===== config.mk =====
export PLATFORM = sky130hd
export DESIGN_NAME = adc_sampler
export DESIGN_NICKNAME = d
export VERILOG_FILES = /design/src/rtl/adc_sampler.sv
export SDC_FILE = /design/constraint.sdc
export NUM_CORES = 1
export LEC_CHECK = 0
export CAP_MARGIN = 20
export CORE_ASPECT_RATIO = 0.8
export CORE_MARGIN = 5
export CORE_UTILIZATION = 31
export CTS_CLUSTER_DIAMETER = 80
export CTS_CLUSTER_SIZE = 8
export DETAILED_ROUTE_END_ITERATION = 7
export REMOVE_ABC_BUFFERS = 1
export SETUP_SLACK_MARGIN = 0.02
export SKIP_LAST_GASP = 1
export SYNTH_ARGS = -nofsm -noshare
export SYNTH_HDL_FRONTEND = slang
export SYNTH_SLANG_ARGS = --single-unit

===== constraint.sdc =====
create_clock -name clock -period 3.4 [get_ports clock]
set_input_delay 0.51 -clock clock [delete_from_list [all_inputs] [get_ports clock]]
set_output_delay 0.51 -clock clock [all_outputs]
set_load 0.1 [all_outputs]

===== src/rtl/adc_sampler.sv =====
// adc_sampler: periodic 8-bit SPI (mode 0) conversion reader for the
// thermistor ADC. Holds the last completed conversion on sample[7:0].
// All outputs come straight from flops; adc_miso passes a 2-flop synchronizer.
module adc_sampler #(
  parameter int CLK_DIV       = 4,
  parameter int SAMPLE_PERIOD = 1000
) (
  input  logic       clock,
  input  logic       reset_n,
  input  logic       enable,
  input  logic       adc_miso,
  output logic       adc_cs_n,
  output logic       adc_sclk,
  output logic [7:0] sample,
  output logic       sample_valid,
  output logic       busy,
  output logic       overrun
);

  localparam int DW = (CLK_DIV > 1) ? $clog2(CLK_DIV) : 1;
  localparam int PW = (SAMPLE_PERIOD > 1) ? $clog2(SAMPLE_PERIOD) : 1;
  localparam logic [DW-1:0] DIV_LAST = DW'(CLK_DIV - 1);
  localparam logic [DW-1:0] DIV_ZERO = {DW{1'b0}};
  localparam logic [DW-1:0] DIV_ONE  = DW'(1);
  localparam logic [PW-1:0] PER_LAST = PW'(SAMPLE_PERIOD - 1);
  localparam logic [PW-1:0] PER_ZERO = {PW{1'b0}};
  localparam logic [PW-1:0] PER_ONE  = PW'(1);

  typedef enum logic [2:0] {
    ST_IDLE   = 3'd0,
    ST_SETUP  = 3'd1,
    ST_HIGH   = 3'd2,
    ST_LOW    = 3'd3,
    ST_CSHIGH = 3'd4
  } state_e;

  state_e          state_q, state_d;
  logic [DW-1:0]   div_q, div_d;
  logic [3:0]      bit_q, bit_d;
  logic [PW-1:0]   period_q, period_d;
  logic [7:0]      shift_q, shift_d;
  logic            sync1_q, sync1_d;
  logic            sync2_q, sync2_d;
  logic            cs_n_q, cs_n_d;
  logic            sclk_q, sclk_d;
  logic [7:0]      sample_q, sample_d;
  logic            valid_q, valid_d;
  logic            busy_q, busy_d;
  logic            overrun_q, overrun_d;

  logic            div_last_s;
  logic            opp_s;
  logic            start_s;
  logic            miss_s;

  // A start opportunity is any enabled edge with the period counter at zero;
  // it only launches a conversion when the FSM is idle, otherwise it is lost.
  assign div_last_s = (div_q == DIV_LAST);
  assign opp_s      = enable && (period_q == PER_ZERO);
  assign start_s    = opp_s && (state_q == ST_IDLE);
  assign miss_s     = opp_s && (state_q != ST_IDLE);

  // State and output registers with asynchronous reset.
  always_ff @(posedge clock or negedge reset_n) begin
    if (!reset_n) begin
      state_q   <= ST_IDLE;
      div_q     <= DIV_ZERO;
      bit_q     <= 4'd0;
      period_q  <= PER_ZERO;
      shift_q   <= 8'h00;
      sync1_q   <= 1'b0;
      sync2_q   <= 1'b0;
      cs_n_q    <= 1'b1;
      sclk_q    <= 1'b0;
      sample_q  <= 8'h00;
      valid_q   <= 1'b0;
      busy_q    <= 1'b0;
      overrun_q <= 1'b0;
    end else begin
      state_q   <= state_d;
      div_q     <= div_d;
      bit_q     <= bit_d;
      period_q  <= period_d;
      shift_q   <= shift_d;
      sync1_q   <= sync1_d;
      sync2_q   <= sync2_d;
      cs_n_q    <= cs_n_d;
      sclk_q    <= sclk_d;
      sample_q  <= sample_d;
      valid_q   <= valid_d;
      busy_q    <= busy_d;
      overrun_q <= overrun_d;
    end
  end

  // Free-running period counter, held at zero while disabled.
  always_comb begin
    period_d = PER_ZERO;
    if (!enable) begin
      period_d = PER_ZERO;
    end else if (period_q == PER_LAST) begin
      period_d = PER_ZERO;
    end else begin
      period_d = period_q + PER_ONE;
    end
  end

  // Next-state logic: each non-idle state lasts CLK_DIV cycles.
  always_comb begin
    state_d = state_q;
    div_d   = div_q;
    bit_d   = bit_q;
    case (state_q)
      ST_IDLE: begin
        if (start_s) begin
          state_d = ST_SETUP;
          div_d   = DIV_ZERO;
          bit_d   = 4'd0;
        end else begin
          state_d = ST_IDLE;
        end
      end
      ST_SETUP: begin
        if (div_last_s) begin
          state_d = ST_HIGH;
          div_d   = DIV_ZERO;
        end else begin
          div_d = div_q + DIV_ONE;
        end
      end
      ST_HIGH: begin
        if (div_last_s) begin
          state_d = ST_LOW;
          div_d   = DIV_ZERO;
          bit_d   = bit_q + 4'd1;
        end else begin
          div_d = div_q + DIV_ONE;
        end
      end
      ST_LOW: begin
        if (div_last_s) begin
          div_d = DIV_ZERO;
          if (bit_q == 4'd8) begin
            state_d = ST_CSHIGH;
          end else begin
            state_d = ST_HIGH;
          end
        end else begin
          div_d = div_q + DIV_ONE;
        end
      end
      ST_CSHIGH: begin
        if (div_last_s) begin
          state_d = ST_IDLE;
          div_d   = DIV_ZERO;
        end else begin
          div_d = div_q + DIV_ONE;
        end
      end
      default: begin
        state_d = ST_IDLE;
        div_d   = DIV_ZERO;
        bit_d   = 4'd0;
      end
    endcase
  end

  // Output logic: pin levels follow the next state so they leave the flops
  // aligned with the state register; data capture happens at end of HIGH.
  always_comb begin
    cs_n_d    = 1'b1;
    sclk_d    = 1'b0;
    busy_d    = (state_d != ST_IDLE);
    sync1_d   = adc_miso;
    sync2_d   = sync1_q;
    shift_d   = shift_q;
    sample_d  = sample_q;
    valid_d   = 1'b0;
    overrun_d = overrun_q;
    case (state_d)
      ST_IDLE:   begin cs_n_d = 1'b1; sclk_d = 1'b0; end
      ST_SETUP:  begin cs_n_d = 1'b0; sclk_d = 1'b0; end
      ST_HIGH:   begin cs_n_d = 1'b0; sclk_d = 1'b1; end
      ST_LOW:    begin cs_n_d = 1'b0; sclk_d = 1'b0; end
      ST_CSHIGH: begin cs_n_d = 1'b1; sclk_d = 1'b0; end
      default:   begin cs_n_d = 1'b1; sclk_d = 1'b0; end
    endcase
    if ((state_q == ST_HIGH) && div_last_s) begin
      shift_d = {shift_q[6:0], sync2_q};
    end else begin
      shift_d = shift_q;
    end
    if ((state_q == ST_LOW) && (state_d == ST_CSHIGH)) begin
      sample_d = shift_q;
      valid_d  = 1'b1;
    end else begin
      sample_d = sample_q;
      valid_d  = 1'b0;
    end
    if (!enable) begin
      overrun_d = 1'b0;
    end else if (miss_s) begin
      overrun_d = 1'b1;
    end else begin
      overrun_d = overrun_q;
    end
  end

  assign adc_cs_n     = cs_n_q;
  assign adc_sclk     = sclk_q;
  assign sample       = sample_q;
  assign sample_valid = valid_q;
  assign busy         = busy_q;
  assign overrun      = overrun_q;

endmodule

After elaboration in Yosys (flattened, before gate mapping). Index checks and enable logic that the tools add are counted.

Word-level logic and storage cells: 64. Register bits: 42. Output and inout port bits: 13.

Equal/unequal tests: 14. Add/sub/neg operators: 3. Reductions and logical operators: 13. Mux-type cells: 20. Bitwise logic cells: 1.

Operator list (count): 10-bit 2-to-1 mux (2); 3-bit 2-to-1 mux (5); 3-bit one-hot mux with 5 select lines (1); 3-bit by 2-bit == test with 1-bit output (second input constant) (4); 4-bit one-hot mux with 3 select lines (1); 10-bit by 1-bit adder with 10-bit output (second input constant) (1); 10-bit == test (second input constant) (1); 10-bit zero test (1); 4-bit 2-to-1 mux (2); 3-bit by 1-bit == test with 1-bit output (second input constant) (2); 3-bit == test (second input constant) (2); 1-bit 2-to-1 mux (6); 3-bit nonzero test (2); 3-bit OR reduction (2); 1-bit logical AND (5); 4-bit by 1-bit adder with 4-bit output (second input constant) (1); 4-bit == test (second input constant) (1); 2-bit 2-to-1 mux (2); 2-bit != test (second input constant) (2); 2-bit one-hot mux with 2 select lines (1); 4-bit OR reduction (1); 3-bit zero test (1); 3-bit AND reduction (1); 2-bit by 1-bit adder with 2-bit output (second input constant) (1); 3 further kinds (3).

Depth between registers and ports, before layout.
Word-level depth: 8. Mapped depth: 6. Depth with buffers taken out: 6.

Worst setup path after synthesis. No wires, ideal clock.

Kind: register to register. Start: reg bit_q[0]. End: reg sample_q[0] (netlist: sample[0]). Required time: 3.275 ns. Cell stages (with the launch flop): 6. Setup slack: 1.784 ns. Library setup time: 0.125 ns. Arrival: 1.490 ns. Path buffers: 0. Cells stage by stage: dfrtp_1 -> inv_1 -> ha_1 -> nand4b_4 -> nor3_4 -> mux2_2.

Cells in the longest elaborated chain, start to end: 6.

Ends and longest elaborated chain: start: declaration (line 39) `logic [3:0] bit_q, bit_d;`; start signal: assignment (line 82) `bit_q <= bit_d;`; 4-bit == test (line 143) `if (bit_q == 4'd8) begin`; 3-bit 2-to-1 mux (line 143); 3-bit 2-to-1 mux (line 141) `if (div_last_s) begin`; 3-bit one-hot mux with 5 select lines (line 113) `case (state_q)`; 3-bit == test (line 193) `if ((state_q == ST_LOW) && (state_d == ST_CSHIGH)) begin`; 1-bit logical AND (line 193); end signal: assignment (line 89) `sample_q <= sample_d;`; end: declaration (line 46) `logic [7:0] sample_q, sample_d;`.

No other way between the ends. A chain may end at the register's enable or synchronous reset.

Worst setup path after layout.
Start: reg overrun_q (netlist: overrun). End: out overrun.

RTL lines: start: declaration (line 49) `logic overrun_q, overrun_d;`; start signal: assignment (line 92) `overrun_q <= overrun_d;`; end: declaration (line 17) `output logic overrun`.

No word-level cell between the ends.

==> flow_metrics.env <==
export IMPL_status="finished clean"
export IMPL_port_buffers=16
export IMPL_slew_violations=0
export IMPL_setup_viol=0
export IMPL_rows=25
export IMPL_initialDrtViolationCount=53
export IMPL_yosys_warnings=0
export IMPL_cp_top_family="buffers and inverters"
export IMPL_die_area_um2=7660
export IMPL_synthTopCellsByArea="dfrtp_1 55%, mux2_2 9.7%, ha_1 3.4%, nor2_1 2.8%, xnor2_1 2.4%"
export IMPL_drc_errors=0
export IMPL_grt_remaining_overflow=0
export IMPL_ios=17
export IMPL_grt_pass1_vias=1157
export IMPL_via_count=1178
export IMPL_crit_type="flop to output pin"
export IMPL_synthTopCellsByCount="41 x dfrtp_1, 16 x mux2_2, 14 x nor2_1"
export IMPL_grt_max_degree=43
export IMPL_rsz0062_at_grt="no"
export IMPL_synth_top_cell_by_area="dfrtp_1"
export IMPL_fp_coreArea_um2=5880
export IMPL_hp_class="input port to asynchronous set/reset pin"
export IMPL_period_needed_ps=2300
export IMPL_pwr_density_cell_nw_per_um2=411
export IMPL_slowest_stage="clkdlybuf4s50_1"
export IMPL_fin_tns_setup_ps=0
export IMPL_stdcell_area_um2=2190
export IMPL_start_util_pct=31.6
export IMPL_drv_cap=0
export IMPL_peakVddDrop_mv=0.180
export IMPL_worst_slew_pin_slew_ps=969
export IMPL_cts_sinks=42
export IMPL_postCtsHoldBufs=0
export IMPL_arrival_ps=1790
export IMPL_cts_resized=0
export IMPL_syn_avg_cell_area_um2=12.4
export IMPL_ff_latch_area_um2=1050
export IMPL_antenna_left=0
export IMPL_crit_chain="clkdlybuf4s50_1"
export IMPL_max_freq_ghz=0.434
export IMPL_yosysMostFrequentCell="dfrtp_1"
export IMPL_clock_path_buffers=2
export IMPL_grt_first_pass_wirelength_um=5600
export IMPL_grt_usage_pct=9.11
export IMPL_ys_seq_area_share_pct=56.6
export IMPL_placed_area_um2=2100
export IMPL_finalNetCount=179
export IMPL_cp_end_kind="output pin"
export IMPL_path_max_fanout=2
export IMPL_start_kind="flop"
export IMPL_wl_per_cell_um=12.5
export IMPL_synth_edff_count=0
export IMPL_hpwl_um=2140
export IMPL_postSynth_asyncResetShare_pct=100
export IMPL_r2r_slack_ps=1520
export IMPL_cts_root_buf="clkbuf_8"
export IMPL_area_delta_synth_final_pct=17.8
export IMPL_via_per_inst=4.67
export IMPL_leakagePower_nw=0.960
export IMPL_clk_transition_reported_paths_ps=80
export IMPL_clock_latency_ps=290
export IMPL_reg2reg_depth=5
export IMPL_dieWidth_um=96.6
export IMPL_cts_tree="done"
export IMPL_post_cts_setup_buffers=0
export IMPL_finalHoldViolations=0
export IMPL_synth_distinct_cells=40
export IMPL_p_total_w=0.000901
export IMPL_die_h_um=79.3
export IMPL_syn_area_um2=1860
export IMPL_layout_drive_gt1_share_pct=20.5
export IMPL_synth_top_area_share_pct=55.1
export IMPL_relSlewSlack_pct=35.2
export IMPL_ys_flop_type="dfrtp_1"
export IMPL_nFillCells=614
export IMPL_critical_path_required_ps=2890
export IMPL_syn_inst=150
export IMPL_routed_wirelength_um=3160
export IMPL_path_buf_inv=1
export IMPL_diodes=0
export IMPL_drtPass1Iterations=4
export IMPL_fin_skew_ps=7.12
export IMPL_cts_buffers=5
export IMPL_antenna_found_initial=0
export IMPL_finalCritPeriodShare_pct=67.8
export IMPL_synth_seq_cells=42
export IMPL_htreeDepth=2
export IMPL_r2r_end="sample[4]"
export IMPL_multi_input_area_um2=768
export IMPL_r2r_start="bit_q[0]"
export IMPL_place_congestion=0.843
export IMPL_max_stage_delay_ps=1140
cells by family after synthesis:
family,synth area share [%]
mux,9.68
simple gates,17.3
flops,56.6
compound gates,6.25
fa+ha+maj,3.36
buf+inv,2.15
xor+xnor,4.71
registers in the layout, indices dropped and copies added, names as in the netlist:
signal	count
period_q	10
sync2_q	1
sample	8
adc_cs_n	1
state_q	3
bit_q	4
sync1_q	1
busy	1
shift_q	8
overrun	1
adc_sclk	1
div_q	2
sample_valid	1
final cells by class:
class / count / share of cell area [%]
flip-flops and latches: 42 / 48.0
multi-input cells: 99 / 35.0
repair buffers: 16 / 6.96
well taps: 81 / 4.62
clock buffers: 7 / 3.94
inverters: 6 / 1.03
clock inverters: 1 / 0.400
worst reg2reg max path, delay by kind of cell (launching register included):
family | cells | cell delay, ps
flops | 1 | 420
simple gates | 2 | 630
fa+ha+maj | 1 | 240
buf+inv | 1 | 90
mux | 1 | 400
where the power goes:
part	total, W	switching [W]	internal (W)	leakage (nW)
sequential	0.000516	0.00000727	0.000509	0.530
combinational	0.0000479	0.0000339	0.0000140	0.381
clock	0.000337	0.000170	0.000168	0.0489
worst max path at each step:
stage | start | to | cells after the start
finish | overrun | overrun | 1
global route | sample[5] | sample[5] | 1
CTS | sample[5] | sample[5] | 1
detailed placement | enable | state_q[0] | 5
global placement | overrun | overrun | 1
floorplan | bit_q[0] | sample[0] | 5
metrics by stage:
| step | cells | hold slack [ps] | utilization, % | worst slack (ps) |
|---|---|---|---|---|
| CTS | 252 | 355 | 37.3 | 1070 |
| finish | 252 | 340 | 37.3 | 1100 |
| global route | 252 | 373 | 37.3 | 1040 |
| detailed placement | 244 | 336 | 35.7 | 1380 |
| floorplan | 147 | 214 | - | 1770 |
| global placement | 244 | 333 | 35.7 | 1400 |
placed cells by master, fill, tap and decap left out, drive strengths merged, types with 2 or more instances in the layout:
cell           netlist  final
nand2                7      7
nor2b                3      3
and2                 2      2
nor2                14     14
xor2                 5      5
xnor2                5      5
inv                  6      7
o22ai                2      2
ha                   5      5
clkbuf               0      7
a31oi                2      2
mux2                16     16
nand4b               2      2
nor3                10     10
buf                  3      2
nand4                2      2
o21ai                3      3
clkdlybuf4s50        0     14
nand3                5      5
dfrtp               41     41
o221ai               2      2
and3                 2      2
metal layers:
metal | vias to the layer above | global-route usage [%] | routed length [um]
li1 | 577 | - | -
met1 | 571 | 12.9 | 1630
met3 | 5 | 2.99 | 160
met4 | 0 | 3.79 | 53
met2 | 25 | 12.7 | 1320
met5 | - | 0 | 0
Note: power is estimated with default switching activity, not from simulation.
